==> src/rtl/ccta_seq_alu.sv <==
// Registered add/subtract ALU with accumulator and a single-entry valid/ready output stage.
// Optional CCTA_SAT_EN: saturate on add overflow / subtract borrow instead of wrapping.
module ccta_seq_alu #(
  parameter int WIDTH    = 4,
  parameter int ACC_INIT = 0
) (
  input  logic             clk,
  input  logic             rst_n,
  input  logic             clr,
  input  logic             in_valid,
  output logic             in_ready,
  input  logic [1:0]       op,
  input  logic [WIDTH-1:0] A,
  input  logic [WIDTH-1:0] B,
  input  logic [WIDTH-1:0] C,
  output logic [WIDTH:0]   q,
  output logic             q_valid,
  input  logic             q_ready,
  output logic             neg,
  output logic             ovf,
  output logic [WIDTH:0]   acc
);
  localparam int W1 = WIDTH + 1;
  localparam logic [WIDTH:0] ACC_RST = W1'(ACC_INIT);

  logic             started;
  logic             accept;
  logic [WIDTH:0]   opa, opb, res;
  logic [WIDTH+1:0] ext;
  logic             flag;

  // started keeps in_ready low until the first edge after reset release
  assign in_ready = started && (!q_valid || q_ready);
  assign accept   = in_valid && in_ready;

  // op[1] selects the accumulator as left operand, op[0] selects subtract
  always_comb begin
    opa  = op[1] ? acc : {1'b0, A};
    opb  = op[0] ? {1'b0, C} : (op[1] ? {1'b0, A} : {1'b0, B});
    ext  = op[0] ? ({1'b0, opa} - {1'b0, opb}) : ({1'b0, opa} + {1'b0, opb});
    flag = ext[WIDTH+1];  // carry on add, borrow on subtract
    res  = ext[WIDTH:0];
`ifdef CCTA_SAT_EN
    if (flag) res = op[0] ? '0 : '1;
`endif
  end

  always_ff @(posedge clk or negedge rst_n) begin
    if (!rst_n) begin
      started <= 1'b0;
      q       <= '0;
      q_valid <= 1'b0;
      neg     <= 1'b0;
      ovf     <= 1'b0;
      acc     <= ACC_RST;
    end else begin
      started <= 1'b1;
      if (accept) begin
        q       <= res;
        q_valid <= 1'b1;
        neg     <= op[0] & flag;
        ovf     <= ~op[0] & flag;
        if (op[1]) acc <= res;
      end else if (q_valid && q_ready) begin
        q_valid <= 1'b0;
      end
      // clear overrides any same-cycle accumulator/flag update; q is unaffected
      if (clr) begin
        acc <= ACC_RST;
        neg <= 1'b0;
        ovf <= 1'b0;
      end
    end
  end
endmodule

==> config.mk <==
export PLATFORM = sky130hd
export DESIGN_NAME = ccta_seq_alu
export DESIGN_NICKNAME = d
export VERILOG_FILES = /design/src/rtl/ccta_seq_alu.sv
export SDC_FILE = /design/constraint.sdc
export NUM_CORES = 1
export LEC_CHECK = 0
export CORE_MARGIN = 2
export CORE_UTILIZATION = 48
export CTS_CLUSTER_DIAMETER = 200
export DETAILED_ROUTE_END_ITERATION = 7
export MAX_ROUTING_LAYER = met4
export PLACE_DENSITY = 0.85
export SLEW_MARGIN = 20
export SYNTH_ARGS = -nofsm -noshare
export SYNTH_HDL_FRONTEND = slang
export SYNTH_SLANG_ARGS = --single-unit
==> constraint.sdc <==
create_clock -name clk -period 3.5 [get_ports clk]
set_input_delay 0.875 -clock clk [delete_from_list [all_inputs] [get_ports clk]]
set_output_delay 0.875 -clock clk [all_outputs]
set_load 0.01 [all_outputs]
==> out/results.txt, run 1 <==
Stages on the worst setup path: 10
EDFF count, synth: 0
Core ar.: 1940 um^2
Crit path max-delay family: buffers and inverters
Maximum clock rate: 310 MHz
Worst path slowest cell: clkdlybuf4s50_1
WP buf/inv: 1
Max Fanout on Critical Path: 4
Initial Util: 50.1%
Pwr dens: 397 nW/um^2
Gate Count Post-Synth: 89
Crit end category: register
Congestion Overflow GR: 0
Final GP Congestion: 0.793
Non-filler cells, final: 159
Seq/Total Area, Yosys: 36.0%
CTS sink count: 14
Period utilization: 92.3%
Worst Hold Class: reg -> reg
# DRC: 0
CTS tree: yes
Most frequent cells after synthesis: 14 x dfrtp_1, 9 x mux2i_1, 8 x nor2_1, 7 x mux2_2, 6 x ha_1
CP arrival: 3.38 ns
Pre-antenna DRT Iters: 6
H-tree levels: 1
Num CTS Buffers: 3
Number of max-cap violations: 0
Final setup fails: 0
Inst Count DP: 155
Leak pwr: 0.685 nW
DP Worst Slack: -0.286 ns
Final ANT Viol Nets: 0
Yosys synthesis warning count: 0
CP cell instances: clkdlybuf4s50_1 -> mux2i_2 -> ha_1 -> mux2i_1 -> ha_1 -> nor2b_1 -> o31a_1 -> o22ai_2 -> xor2_1 -> o41ai_2
Diodes inserted: 0
Initial drt markers: 7
Ys flop type: dfrtp_1
Leading area contributor after synthesis: dfrtp_1
Top Ports: 33
Syn Area/Cell: 10.9 um^2
Clock skew: 0.00163 ns
GR peak layer: met2
Post-synthesis cell area: 973 um^2
Syn-to-layout area delta: 46.4%
Async set-reset flop share out of synthesis: 100%
Most used cell, CP: ha_1
Worst Tran Pin Value: 0.615 ns
Minimum clock period: 3.23 ns
Placed cell areas: 1380 um^2
RSZ-0062 raised after global routing: false
Post-route cell area: 1430 um^2
Die Ht: 49.0 um
Final HPWL DP: 1730 um
Count leader, synth: dfrtp_1
PnR worst setup slack: 0.271 ns
PortBufs: 32
Clk pin slew, worst setup/hold paths: 0.08 ns
Kind of critical path: in -> reg
Total die area: 2400 um^2
Die Wd: 49.0 um
Startpoint Class: input port
Routed WL: 2210 um
IR Drop Worst-Case VDD: 376 uV
Rows: 16
Final Max Slew Viols: 0
Post-route core utilization: 73.4%
Antenna violations before repair: 0
Status: finished clean
WHS Path Cells: 1
Setup_tns: 0 ns
Wire per inst: 13.9 um
Distinct cells, synth: 34
Gr usage total: 21.1%
Via-per-instance ratio: 5.05
Clock root cell: clkbuf_4
Grt met3 use: 2.76%
Largest net degree at the start of global routing: 15
Yosys reg bits: 14
Syn Nets: 115
Fin nets: 159
Vias in the first global route: 816
Fillcell total: 152
Fraction of layout cells with a size suffix above 1: 21.2%
First-pass GRT wire length: 3770 um
M1 GR Usage: 27.4%
Cells on worst reg2reg path: 8
Via count: 803
Share of the synthesized area in the top cell type: 36.0%
Rel. slew slack: 58.8%
Max Buffers Root-to-Sink: 2
Final Hold Violating Endpoints: 0
GR Layer Usage met2: 32.9%
Required time of the critical path: 3.66 ns
Slowest stage delay, CP: 0.63 ns
Largest cells by area after synthesis: dfrtp_1 36%, mux2i_1 9.3%, mux2_2 8.1%, ha_1 7.7%, mux2_4 3.1%
Skew-Pair Late Insertion Delay: 0.27 ns
-- what timing repair did --
item | 4_1_cts | 5_1_grt
hold buffers | 0 | 0
setup endpoints to repair | 0 | 2
setup buffers | 0 | 0
gates resized for setup | 0 | 2
-- report_power, final --
part	internal, mW	total [mW]	switching, mW
Combinational	0.146	0.244	0.0986
Clock	0.0632	0.114	0.0511
Sequential	0.191	0.208	0.0170
Total	0.400	0.566	0.167
-- per-layer routing --
| metal | wire, um | up-vias | part of all wire (%) |
|---|---|---|---|
| li1 | - | 402 | - |
| met1 | 1040 | 376 | 47 |
| met2 | 1050 | 23 | 48 |
| met3 | 93 | 2 | 4.2 |
| met4 | 19 | 0 | 0.86 |
| met5 | 0 | - | 0 |
-- worst register-to-register path, cell delays in order, from the launching register on --
cell and delay [ns]:
dfrtp_1 0.40, mux2i_1 0.14, ha_1 0.19, inv_1 0.06
fa_1 0.39, a21o_1 0.17, a21oi_1 0.17, xnor2_1 0.10
mux2_2 0.26
-- through the flow --
step	total power [mW]	hold WS, ns
final	0.566	0.521
after global routing	0.604	0.530
after CTS	0.569	0.521
after detailed placement	0.452	0.493
after global placement	0.447	0.476
after floorplan	0.330	0.516
-- cells in the final DEF, fill, tap and decap left out, drive strengths merged, types with 3 or more instances in the layout --
master,Yosys,layout
nand2,4,4
nor2,8,8
ha,6,6
mux2i,11,11
xnor2,3,3
dfrtp,14,14
a21oi,5,5
buf,3,10
clkdlybuf4s50,0,31
mux2,9,9
clkbuf,0,4
-- area by class of cell --
type	count	area [um^2]	area share, %
multi-input cells	70	599	42.1
repair buffers	42	398	27.9
flip-flops and latches	14	350	24.6
clock buffers	4	36.3	2.55
well taps	27	33.8	2.37
inverters	2	7.51	0.527
-- final timing paths --
path                                     from                  to  slack, ns
max in group asynchronous               rst_n  acc[1]$_DFFE_PN0P_       2.13
max                                     op[0]     ovf$_DFFE_PN0P_       0.27
min                          q[4]$_DFFE_PN0P_    q[4]$_DFFE_PN0P_       0.52
min reg2reg                  q[4]$_DFFE_PN0P_    q[4]$_DFFE_PN0P_       0.52
max reg2reg                acc[0]$_DFFE_PN0P_    q[4]$_DFFE_PN0P_       1.51
min in group asynchronous               rst_n    q[4]$_DFFE_PN0P_       0.98
-- sequential cells by signal (all words and copies together), names as in the netlist --
register	flops
acc	5
q_valid	1
neg	1
started	1
ovf	1
q	5
-- kinds of logic (layout without fill, tap and decap cells) --
| logic type | count (synthesis) | count (layout) | share of synthesized area [%] |
|---|---|---|---|
| compound gates | 14 | 14 | 10.0 |
| buf+inv | 5 | 48 | 3.08 |
| fa+ha+maj | 7 | 7 | 9.77 |
| xor+xnor | 5 | 5 | 4.50 |
| other cells | 1 | 1 | 0.385 |
| simple gates | 23 | 23 | 12.1 |
| mux | 20 | 20 | 24.2 |
| flops | 14 | 14 | 36.0 |
Power figures use the tool's default switching activity.
==> inputs of run 2 (changes only) <==
--- a/config.mk
+++ b/config.mk
@@ -5,12 +5,13 @@
 export SDC_FILE = /design/constraint.sdc
 export NUM_CORES = 1
 export LEC_CHECK = 0
+export ABC_AREA = 1
 export CORE_MARGIN = 2
 export CORE_UTILIZATION = 48
 export CTS_CLUSTER_DIAMETER = 200
 export DETAILED_ROUTE_END_ITERATION = 7
 export MAX_ROUTING_LAYER = met4
-export PLACE_DENSITY = 0.85
+export PLACE_DENSITY = 0.84
 export SLEW_MARGIN = 20
 export SYNTH_ARGS = -nofsm -noshare
 export SYNTH_HDL_FRONTEND = slang
==> run 2 against run 1 <==
First-iteration DRC count grew to 4.4 times the previous value; critical path type unchanged; non-clock buffer count shrank 7; design area shrank 2.5%; largest power group unchanged; sequential power shrank 3%; clock-buffer cell count is the same; total power shrank 3.1%; critical path depth grew 9; global-route usage grew 1.9 points; clock skew grew 0.0039 ns.
==> out/results.txt, run 2 <==
Die Wd: 49.6 um
Max Fanout on Critical Path: 10
Congestion Overflow GR: 0
Wire per inst: 12.9 um
Top Ports: 33
Syn-to-layout area delta: 39.4%
Inst Count DP: 198
Antenna violations before repair: 0
Async set-reset flop share out of synthesis: 100%
Setup bufs post-CTS: 0
WHS Path Cells: 2
Clock root cell: clkbuf_4
Gate Count Post-Synth: 139
RSZ-0062 raised after global routing: false
Setup_tns: 0 ns
Worst Hold Class: reg -> reg
Rows: 16
IR Drop Worst-Case VDD: 337 uV
CP cell instances: clkdlybuf4s50_1 -> buf_4 -> nand2_1 -> nand3_1 -> nand2_2 -> ha_1 -> inv_1 -> nand4_1 -> o21ai_0 -> inv_1 -> ha_1 -> nand2_1 -> inv_1 -> o21ai_0 -> nand3_1 -> inv_1 -> nand2_1 -> nand3_1 -> nand2_1
Clk pin slew, worst setup/hold paths: 0.09 ns
Syn Area/Cell: 7.17 um^2
H-tree levels: 1
CTS sink count: 14
CTS tree: yes
Ys flop type: dfrtp_1
CP arrival: 3.48 ns
Most common cell after layout, fill and taps aside: nand2_1
Syn Nets: 165
Number of max-cap violations: 0
Post-synthesis cell area: 996 um^2
Seq/Total Area, Yosys: 35.2%
Pre-antenna DRT Iters: 4
Startpoint Class: input port
Core ar.: 1960 um^2
Worst path slowest cell: clkdlybuf4s50_1
Diodes inserted: 0
Vias in the first global route: 1021
Minimum clock period: 3.30 ns
Post-route core utilization: 70.8%
Distinct cells, synth: 26
Final Hold Violating Endpoints: 0
Most frequent cells after synthesis: 41 x nand2_1, 18 x inv_1, 15 x o21ai_0, 14 x dfrtp_1, 11 x nand3_1
Num CTS Buffers: 3
Via-per-instance ratio: 5.27
Slowest stage delay, CP: 0.49 ns
Leak pwr: 0.690 nW
Count leader, synth: nand2_1
Post-CTS sizing: 0
Yosys reg bits: 14
Max Buffers Root-to-Sink: 2
Fin nets: 202
First-pass GRT wire length: 4260 um
Period utilization: 94.2%
Initial drt markers: 31
Crit path max-delay family: buffers and inverters
Initial Util: 50.8%
PortBufs: 32
Cells on worst reg2reg path: 10
Hold_buf cts: 0
Stages on the worst setup path: 19
EDFF count, synth: 0
Gr usage total: 23.0%
Final setup fails: 0
Largest net degree at the start of global routing: 15
WP buf/inv: 6
Final GP Congestion: 0.931
Leading area contributor after synthesis: dfrtp_1
Clock skew: 0.00555 ns
Status: finished clean
Via count: 1064
Die Ht: 49.6 um
Skew-Pair Late Insertion Delay: 0.29 ns
Most frequent cells in the layout: 41 x nand2_1, 32 x clkdlybuf4s50_1, 18 x inv_1
Final Max Slew Viols: 0
Worst Tran Pin Value: 0.631 ns
Rel. slew slack: 57.8%
Non-filler cells, final: 202
Final HPWL DP: 2150 um
Pwr dens: 395 nW/um^2
Yosys synthesis warning count: 0
Routed WL: 2600 um
Required time of the critical path: 3.69 ns
# DRC: 0
Kind of critical path: in -> reg
Share of the synthesized area in the top cell type: 35.2%
Largest cells by area after synthesis: dfrtp_1 35%, nand2_1 15%, ha_1 7.5%, o21ai_0 7.5%, inv_1 6.8%
Fraction of layout cells with a size suffix above 1: 8.00%
Total die area: 2460 um^2
Maximum clock rate: 303 MHz
Crit end category: register
Largest registers: acc x5, q x5
Final ANT Viol Nets: 0
run 2: layout make-up:
cell class | count | area [um^2]
clock buffer | 4 | 36.3
fill | 172 | 573
inverter | 20 | 75.1
multi-input combinational | 102 | 551
sequential | 14 | 350
tap | 27 | 33.8
timing repair buffer | 35 | 343
run 2: cell families after synthesis:
family	synth area share (%)
and+or+nand+nor	29.8
DFF	35.2
xor gates and xnor gates	2.64
buffers and inverters	9.55
adders and majority gates	9.55
other	0.377
AOI/OAI and AO/OA	12.9
run 2: where the power goes:
group / internal, mW / switching (mW) / leakage [nW] / total, mW
sequential: 0.188 / 0.0146 / 0.182 / 0.202
clock: 0.0634 / 0.0551 / 0.0210 / 0.118
combinational: 0.113 / 0.115 / 0.487 / 0.228
run 2: worst reg2reg max path: cells and delay by family (launching register included):
kind,cells,cell delay [ns]
compound gates,2,0.19
fa+ha+maj,2,0.60
xor+xnor,1,0.18
simple gates,3,0.21
buf+inv,2,0.14
flops,1,0.38
run 2: path summary, 6_finish.rpt:
check	startpoint	slack, ns	to
min	q[4]$_DFFE_PN0P_	0.49	q[4]$_DFFE_PN0P_
min in group asynchronous	rst_n	0.97	acc[3]$_DFFE_PN0P_
max in group asynchronous	rst_n	2.12	acc[4]$_DFFE_PN0P_
min reg2reg	q[4]$_DFFE_PN0P_	0.49	q[4]$_DFFE_PN0P_
max reg2reg	acc[0]$_DFFE_PN0P_	1.68	acc[4]$_DFFE_PN0P_
max	op[1]	0.20	ovf$_DFFE_PN0P_
run 2: metal layers:
| metal | GRT usage (%) | share of wire (%) | wire length (um) | vias to the layer above |
|---|---|---|---|---|
| met1 | 26.9 | 42 | 1090 | 494 |
| li1 | - | - | - | 520 |
| met2 | 37.8 | 51 | 1320 | 43 |
| met5 | - | 0 | 0 | - |
| met4 | 8.33 | 1.6 | 42 | 0 |
| met3 | 6.36 | 5.6 | 145 | 7 |
run 2: metrics by stage:
step                      hold WS [ns]  total power [mW]  cell area (um^2)  worst slack [ns]
after detailed placement         0.474             0.432              1350           -0.0191
final                            0.491             0.549              1390             0.205
after floorplan                  0.512             0.324               996             0.775
after global placement           0.464             0.422              1350             0.129
after global routing             0.522             0.584              1390            0.0404
after CTS                        0.495             0.551              1390             0.253
==> inputs of run 3 (changes only) <==
--- a/config.mk
+++ b/config.mk
@@ -10,6 +10,7 @@
 export CORE_UTILIZATION = 48
 export CTS_CLUSTER_DIAMETER = 200
 export DETAILED_ROUTE_END_ITERATION = 7
+export GPL_ROUTABILITY_DRIVEN = 0
 export MAX_ROUTING_LAYER = met4
 export PLACE_DENSITY = 0.84
 export SLEW_MARGIN = 20
==> results of run 3 <==
No change in the layout: final DEF, timing and power equal those of run 2.
